===== config.mk =====
export PLATFORM = sky130hd
export DESIGN_NAME = lcd_write_engine
export DESIGN_NICKNAME = d
export VERILOG_FILES = /design/src/rtl/lcd_write_engine.sv
export SDC_FILE = /design/constraint.sdc
export NUM_CORES = 1
export LEC_CHECK = 0
export CAP_MARGIN = 20
export CORE_ASPECT_RATIO = 0.5
export CORE_MARGIN = 10
export CORE_UTILIZATION = 42
export CTS_BUF_LIST = sky130_fd_sc_hd__clkbuf_4 sky130_fd_sc_hd__clkbuf_8
export DETAILED_ROUTE_END_ITERATION = 8
export SLEW_MARGIN = 20
export SYNTH_ARGS = -nofsm -noshare
export SYNTH_HDL_FRONTEND = slang
export SYNTH_SLANG_ARGS = --single-unit

===== constraint.sdc =====
create_clock -name clk -period 3.79 [get_ports clk]
set_clock_uncertainty 0.05 [all_clocks]
set_input_delay 0.758 -clock clk [delete_from_list [all_inputs] [get_ports clk]]
set_output_delay 0.758 -clock clk [all_outputs]
set_load 0.05 [all_outputs]

===== src/rtl/lcd_write_engine.sv =====
// HD44780 write engine: turns valid/ready byte transfers into timed E-strobe write cycles,
// and runs the power-up init sequence itself so software only pushes commands and characters.
module lcd_write_engine #(
    parameter int unsigned SETUP_CYC    = 4,
    parameter int unsigned EN_HIGH_CYC  = 12,
    parameter int unsigned HOLD_CYC     = 2,
    parameter int unsigned CMD_WAIT_CYC = 2000,
    parameter int unsigned CLR_WAIT_CYC = 80000,
    parameter int unsigned PWR_WAIT_CYC = 1000000,
    parameter bit          INIT_EN      = 1'b1
) (
    input  logic       clk,
    input  logic       rst_n,
    input  logic       cmd_valid,
    output logic       cmd_ready,
    input  logic       cmd_rs,
    input  logic [7:0] cmd_data,
    output logic       init_done,
    output logic       busy,
    output logic       lcd_en,
    output logic       lcd_rw,
    output logic       lcd_rs,
    output logic [7:0] lcd_db
);

    function automatic int unsigned max2(input int unsigned a, input int unsigned b);
        return (a > b) ? a : b;
    endfunction

    localparam int unsigned MAX_CYC = max2(max2(max2(SETUP_CYC, EN_HIGH_CYC), max2(HOLD_CYC, CMD_WAIT_CYC)),
                                           max2(CLR_WAIT_CYC, PWR_WAIT_CYC));
    localparam int unsigned CNT_W   = $clog2(MAX_CYC + 1);

    localparam logic [CNT_W-1:0] SETUP_LAST = CNT_W'(SETUP_CYC - 1);
    localparam logic [CNT_W-1:0] EN_LAST    = CNT_W'(EN_HIGH_CYC - 1);
    localparam logic [CNT_W-1:0] HOLD_LAST  = CNT_W'(HOLD_CYC - 1);
    localparam logic [CNT_W-1:0] CMD_LAST   = CNT_W'(CMD_WAIT_CYC - 1);
    localparam logic [CNT_W-1:0] CLR_LAST   = CNT_W'(CLR_WAIT_CYC - 1);
    localparam logic [CNT_W-1:0] PWR_LAST   = CNT_W'(PWR_WAIT_CYC - 1);
    localparam logic [2:0]       ROM_LEN    = 3'd6;

    typedef enum logic [2:0] {
        S_PWR_WAIT,
        S_INIT,
        S_IDLE,
        S_SETUP,
        S_EN_HI,
        S_HOLD,
        S_WAIT
    } state_t;

    state_t           state, state_d;
    logic [CNT_W-1:0] cnt, cnt_d;
    logic [2:0]       rom_idx, rom_idx_d;
    logic             en_d, rs_d, ready_d, done_d;
    logic [7:0]       db_d;
    logic             is_slow_cmd;
    logic [CNT_W-1:0] wait_last;

    // 8-bit interface, 2 lines, display on, clear, entry mode increment
    function automatic logic [7:0] init_byte(input logic [2:0] idx);
        case (idx)
            3'd0, 3'd1, 3'd2: return 8'h38;
            3'd3:             return 8'h0C;
            3'd4:             return 8'h01;
            default:          return 8'h06;
        endcase
    endfunction

    // Clear display and return home need the long execution wait.
    assign is_slow_cmd = !lcd_rs && (lcd_db[7:2] == 6'd0) && (lcd_db[1:0] != 2'd0);
    assign wait_last   = is_slow_cmd ? CLR_LAST : CMD_LAST;

    assign lcd_rw = 1'b0;
    assign busy   = ~cmd_ready;

    always_comb begin
        // NOTE: every signal gets its hold value first so no path through the case can infer a latch.
        state_d   = state;
        cnt_d     = cnt;
        rom_idx_d = rom_idx;
        en_d      = lcd_en;
        rs_d      = lcd_rs;
        db_d      = lcd_db;
        ready_d   = cmd_ready;
        done_d    = init_done;

        case (state)
            S_PWR_WAIT: begin
                if (!INIT_EN) begin
                    state_d = S_IDLE;
                    ready_d = 1'b1;
                    done_d  = 1'b1;
                end else if (cnt == PWR_LAST) begin
                    state_d = S_INIT;
                    cnt_d   = '0;
                end else begin
                    cnt_d = cnt + 1'b1;
                end
            end
            S_INIT: begin
                rs_d      = 1'b0;
                db_d      = init_byte(rom_idx);
                rom_idx_d = rom_idx + 3'd1;
                state_d   = S_SETUP;
                cnt_d     = '0;
            end
            S_IDLE: begin
                // First IDLE cycle arms the handshake; a transfer can only land once ready is visible.
                if (!cmd_ready) begin
                    ready_d = 1'b1;
                    done_d  = 1'b1;
                end else if (cmd_valid) begin
                    rs_d    = cmd_rs;
                    db_d    = cmd_data;
                    ready_d = 1'b0;
                    state_d = S_SETUP;
                    cnt_d   = '0;
                end
            end
            S_SETUP: begin
                if (cnt == SETUP_LAST) begin
                    state_d = S_EN_HI;
                    en_d    = 1'b1;
                    cnt_d   = '0;
                end else begin
                    cnt_d = cnt + 1'b1;
                end
            end
            S_EN_HI: begin
                if (cnt == EN_LAST) begin
                    state_d = S_HOLD;
                    en_d    = 1'b0;
                    cnt_d   = '0;
                end else begin
                    cnt_d = cnt + 1'b1;
                end
            end
            S_HOLD: begin
                if (cnt == HOLD_LAST) begin
                    state_d = S_WAIT;
                    cnt_d   = '0;
                end else begin
                    cnt_d = cnt + 1'b1;
                end
            end
            S_WAIT: begin
                if (cnt == wait_last) begin
                    state_d = (!init_done && rom_idx != ROM_LEN) ? S_INIT : S_IDLE;
                    cnt_d   = '0;
                end else begin
                    cnt_d = cnt + 1'b1;
                end
            end
            default: state_d = S_PWR_WAIT;
        endcase
    end

    // NOTE: state and registered outputs use non-blocking assignments so every flop samples pre-edge values.
    always_ff @(posedge clk or negedge rst_n) begin
        if (!rst_n) begin
            state     <= S_PWR_WAIT;
            cnt       <= '0;
            rom_idx   <= '0;
            lcd_en    <= 1'b0;
            lcd_rs    <= 1'b0;
            lcd_db    <= 8'h00;
            cmd_ready <= 1'b0;
            init_done <= 1'b0;
        end else begin
            state     <= state_d;
            cnt       <= cnt_d;
            rom_idx   <= rom_idx_d;
            lcd_en    <= en_d;
            lcd_rs    <= rs_d;
            lcd_db    <= db_d;
            cmd_ready <= ready_d;
            init_done <= done_d;
        end
    end

endmodule


# After elaboration in Yosys (flattened, before gate mapping)
# Cells that the tools add are included.
# totals
input_bits	12
reg_bits	38
output_inout_bits	14
elab_cells	82
# classes
n_eq_ne	23
add_sub_neg	2
n_reduce_logical	18
bitwise	1
muxes	30
# ops
operator	n
20-bit two-way mux	7
20-bit case mux with 7 select lines	1
3-bit two-way mux	7
3-bit case mux with 7 select lines	1
20-bit by 1-bit adder with 20-bit output (second input constant)	1
20-bit by 1-bit equality test with 1-bit output (second input constant)	1
20-bit by 17-bit equality test with 1-bit output	1
20-bit by 2-bit equality test with 1-bit output (second input constant)	1
20-bit equality test (second input constant)	1
20-bit by 4-bit equality test with 1-bit output (second input constant)	1
6-bit case mux with 3 select lines	1
17-bit two-way mux	1
8-bit two-way mux	2
8-bit case mux with 2 select lines	1
2-bit inequality test (second input constant)	7
3-bit by 2-bit equality test with 1-bit output (second input constant)	4
3-bit equality test (second input constant)	4
3-bit AND reduction	3
7-bit AND reduction	1
7-bit nonzero test	1
3-bit by 1-bit equality test with 1-bit output (second input constant)	2
3-bit logical NOT	2
6-bit logical NOT	1
1-bit two-way mux	6
10 further kinds	16

# Longest topological paths before layout
# depth
depth_word	7
depth_mapped	8

# Least setup slack after synthesis
# Ideal clock, no wire load.
# synth_timing
path_type	register to register
start	register lcd_db[3]
end	register cnt[11]
arrival_ns	2.049
required_ns	3.654
setup_time_ns	0.086
path_stages_with_launch	8
setup_slack_ns	1.605
path_buffers	1
cell_sequence	dfrtp_1 -> nor4_1 -> o211a_1 -> mux2i_1 -> a21oi_1 -> nor2_4 -> buf_6 -> nor3_1
# synth_via
elab_chain_len	7
# synth_rtl
element	line	source
start: declaration	23	output logic [7:0] lcd_db
start signal: assignment	167	lcd_db <= 8'h00;
start signal: assignment	176	lcd_db <= db_d;
6-bit logical NOT	71	assign is_slow_cmd = !lcd_rs && (lcd_db[7:2] == 6'd0) && (lcd_db[1:0] != 2'd0);
1-bit logical AND (2 in series)	71	
17-bit two-way mux	72	assign wait_last = is_slow_cmd ? CLR_LAST : CMD_LAST;
20-bit by 17-bit equality test with 1-bit output	148	if (cnt == wait_last) begin
20-bit two-way mux	148	
20-bit case mux with 7 select lines	88	case (state)
end signal: assignment	172	cnt <= cnt_d;
end: declaration	53	logic [CNT_W-1:0] cnt, cnt_d;
# No other way between the ends.
# A chain may end at the register's enable or synchronous reset.

# Final worst setup path
# layout_timing
start	input cmd_valid
end	register cnt[2]
# layout_via
elab_chain_len	2
# layout_rtl
element	line	source
start: declaration	14	input logic cmd_valid,
2-bit inequality test (no source line)	-	
3-bit AND reduction (no source line)	-	
# No other way between the ends.

==> summary.txt <==
drt total wl = 5720 um
GRT Util Overall = 0.129
H-tree Lvls = 2
Sinks on Clock Net = 38
hold wc startpoint = init_done
die outline height = 73.3 um
number of synthesized flops with an enable pin = 0
Crit. End Element = flip-flop
Cells after Synth = 276
Crit path max-delay family = compound AO/OA/AOI/OAI gates
die area = 0.00927 mm^2
Final #Nets = 313
CTS Buf Count = 5
Worst R2R End = cnt[2]
Critical-path top delay cell = o21ai_2
Max VDD drop = 496 uV
Final HPWL DP = 4110 um
Worst-path clk slew = 0.08 ns
Critical path buffers and inverters = 1
Yosys warnings = 0
sequential share of the synthesized area = 0.399
via count of the first global-routing pass = 2,035
area grow syn2layout = 15.6%
Ports = 26
number of cell rows = 19
vias = 2,106
DIE WIDTH = 127 um
Synth Flop Type = dfrtp_1
grt ovf = 0
#FFs+latches synth = 38
worst path arrival time = 2.78 ns
Root Driver = clkbuf_8
Slew HR = 0.412
commonest non-fill, non-tap cell in the layout = dfrtp_1
first drt pass iteration count = 4
largest stage delay on the critical path = 0.53 ns
met1 usage = 0.173
hold slack = 0.448 ns
met3 usage in global routing = 0.0402
Final period util = 0.707
setup ws final = 1.11 ns
Setup WS pre-CTS = 0.811 ns
diode count = 0
CTS tree = built
RR Startpoint = cnt[0]
CP Data Required Time = 3.89 ns
reg2reg path depth = 7
critical path cell sequence = clkdlybuf4s50_1 -> a211oi_1 -> o21ai_2 -> nand4_2 -> nor2_4 -> o32ai_1
hold_buf cts = 0
Post-CTS Setup Inserts = 0
first-pass GRT wire length = 9970 um
setup TNS = 0 ns
Startpoint Class = input port
critical-path maximum fanout = 16
worst min-delay path category = reg -> reg
Worst Tran Pin Value = 0.881 ns
Top Usage Layer GRT = met2
First DRT Iteration DRCs = 182
Vias/cell = 5.72
Final Max Tran Viols = 0
DR WL/cell = 15.5 um
total power = 2.07 mW
P_leak = 1.20 nW
Synthesized Nets = 295
PostCTS Resize Cnt = 0
status = finished, final reports clean
Finish-stage setup viols = 0
Post-synth ARST share = 1.00
PD cells = 751 mW/mm^2
final hold viol count = 0
Max Freq = 373 MHz
drt drc = 0
Hold EP = init_done
Setup CP Type = in -> reg
largest net degree at the start of global routing = 39
FILL cells = 524
initial core utilization = 0.434
fin crit period = 2.68 ns
met2 Track Usage GR = 0.196
hold path depth = 1
setup slack, reg-to-reg = 1.19 ns
Skew-Pair Late Insertion Delay = 0.29 ns
layout cells sized above 1 = 0.0746
Post-Syn Area per Cell = 8.64 um^2
post-route ant nets = 0
clock buffer depth = 2
core area = 0.00549 mm^2
initial antenna violation count = 0
mapped cell area = 0.00238 mm^2
commonest non-fill, non-tap cells in the layout = dfrtp_1 (38), nand2_1 (32), nor2_1 (28)
# Max-Cap Violations = 0
RSZ-0062 raised after global routing = false
Distinct cells, synth = 54
RD Place Congestion = 0.800
IO buf count = 24
## kinds of logic after synthesis
kind of cell,after synthesis,synth area share
adder cells (fa/ha/maj),7,0.0367
AND/OR/NAND/NOR,134,0.299
flip-flops,38,0.399
AO/OA/AOI/OAI,68,0.197
other,1,0.00157
XOR/XNOR,1,0.00368
buffers and inverters,23,0.0467
multiplexers,4,0.0168
## how the worst max path moves through the flow
stage,start,to,depth (start not counted)
final,cmd_valid,cnt[2],6
after global routing,cmd_valid,cnt[2],6
after CTS,cmd_valid,cnt[2],6
after detailed placement,cmd_valid,cnt[2],6
after global placement,cmd_valid,cnt[2],6
after floorplan,lcd_db[3],cnt[11],7
## metrics by stage
step / cell area, um^2 / std cells / util
floorplan: 2380 / 276 / -
global placement: 2650 / 360 / 0.482
detailed placement: 2650 / 360 / 0.482
CTS: 2760 / 368 / 0.502
global route: 2760 / 368 / 0.502
finish: 2760 / 368 / 0.502
## area by class of cell
| class | instances | area (um^2) | share of cell area |
|---|---|---|---|
| multi-input cells | 215 | 1330 | 0.481 |
| clock inverters | 3 | 40.0 | 0.0145 |
| clock buffers | 5 | 68.8 | 0.0250 |
| repair buffers | 26 | 250 | 0.0908 |
| inverters | 8 | 30.0 | 0.0109 |
| well taps | 73 | 91.3 | 0.0331 |
| flip-flops and latches | 38 | 951 | 0.345 |
## worst register-to-register path: stages, from the launching register on
cell and delay (ns):
dfrtp_1 0.44, ha_1 0.31, nand3_1 0.20, or2_2 0.38
o21ai_0 0.29, nand4_2 0.20, nor2_4 0.43, o32ai_1 0.16
## cells in the mapped netlist (7+ instances only)
cell	count	area [um^2]
nor3_1	17	85.1
nand2_1	32	120
nand4_1	8	50.1
nand3_1	14	70.1
a21oi_1	10	50.1
o21ai_0	19	95.1
dfrtp_1	38	951
inv_1	8	30.0
nor2_1	28	105
and3_1	11	68.8
ha_1	7	87.6
clkbuf_1	7	26.3
## report_power, final
part | internal (mW) | switching, mW
Sequential | 0.505 | 0.138
Clock | 0.194 | 0.148
Combinational | 0.356 | 0.729
## per-layer routing
metal,share of wire,vias up
li1,-,1042
met1,0.50,1013
met2,0.44,47
met3,0.058,4
met4,0.0042,0
met5,0,-
## flip-flops by register name, summed over array words and instances (netlist names)
| signal | cells |
|---|---|
| state | 3 |
| cmd_ready | 1 |
| lcd_db | 8 |
| rom_idx | 3 |
| lcd_en | 1 |
| init_done | 1 |
| cnt | 20 |
| lcd_rs | 1 |
(Power assumes the default switching activity.)
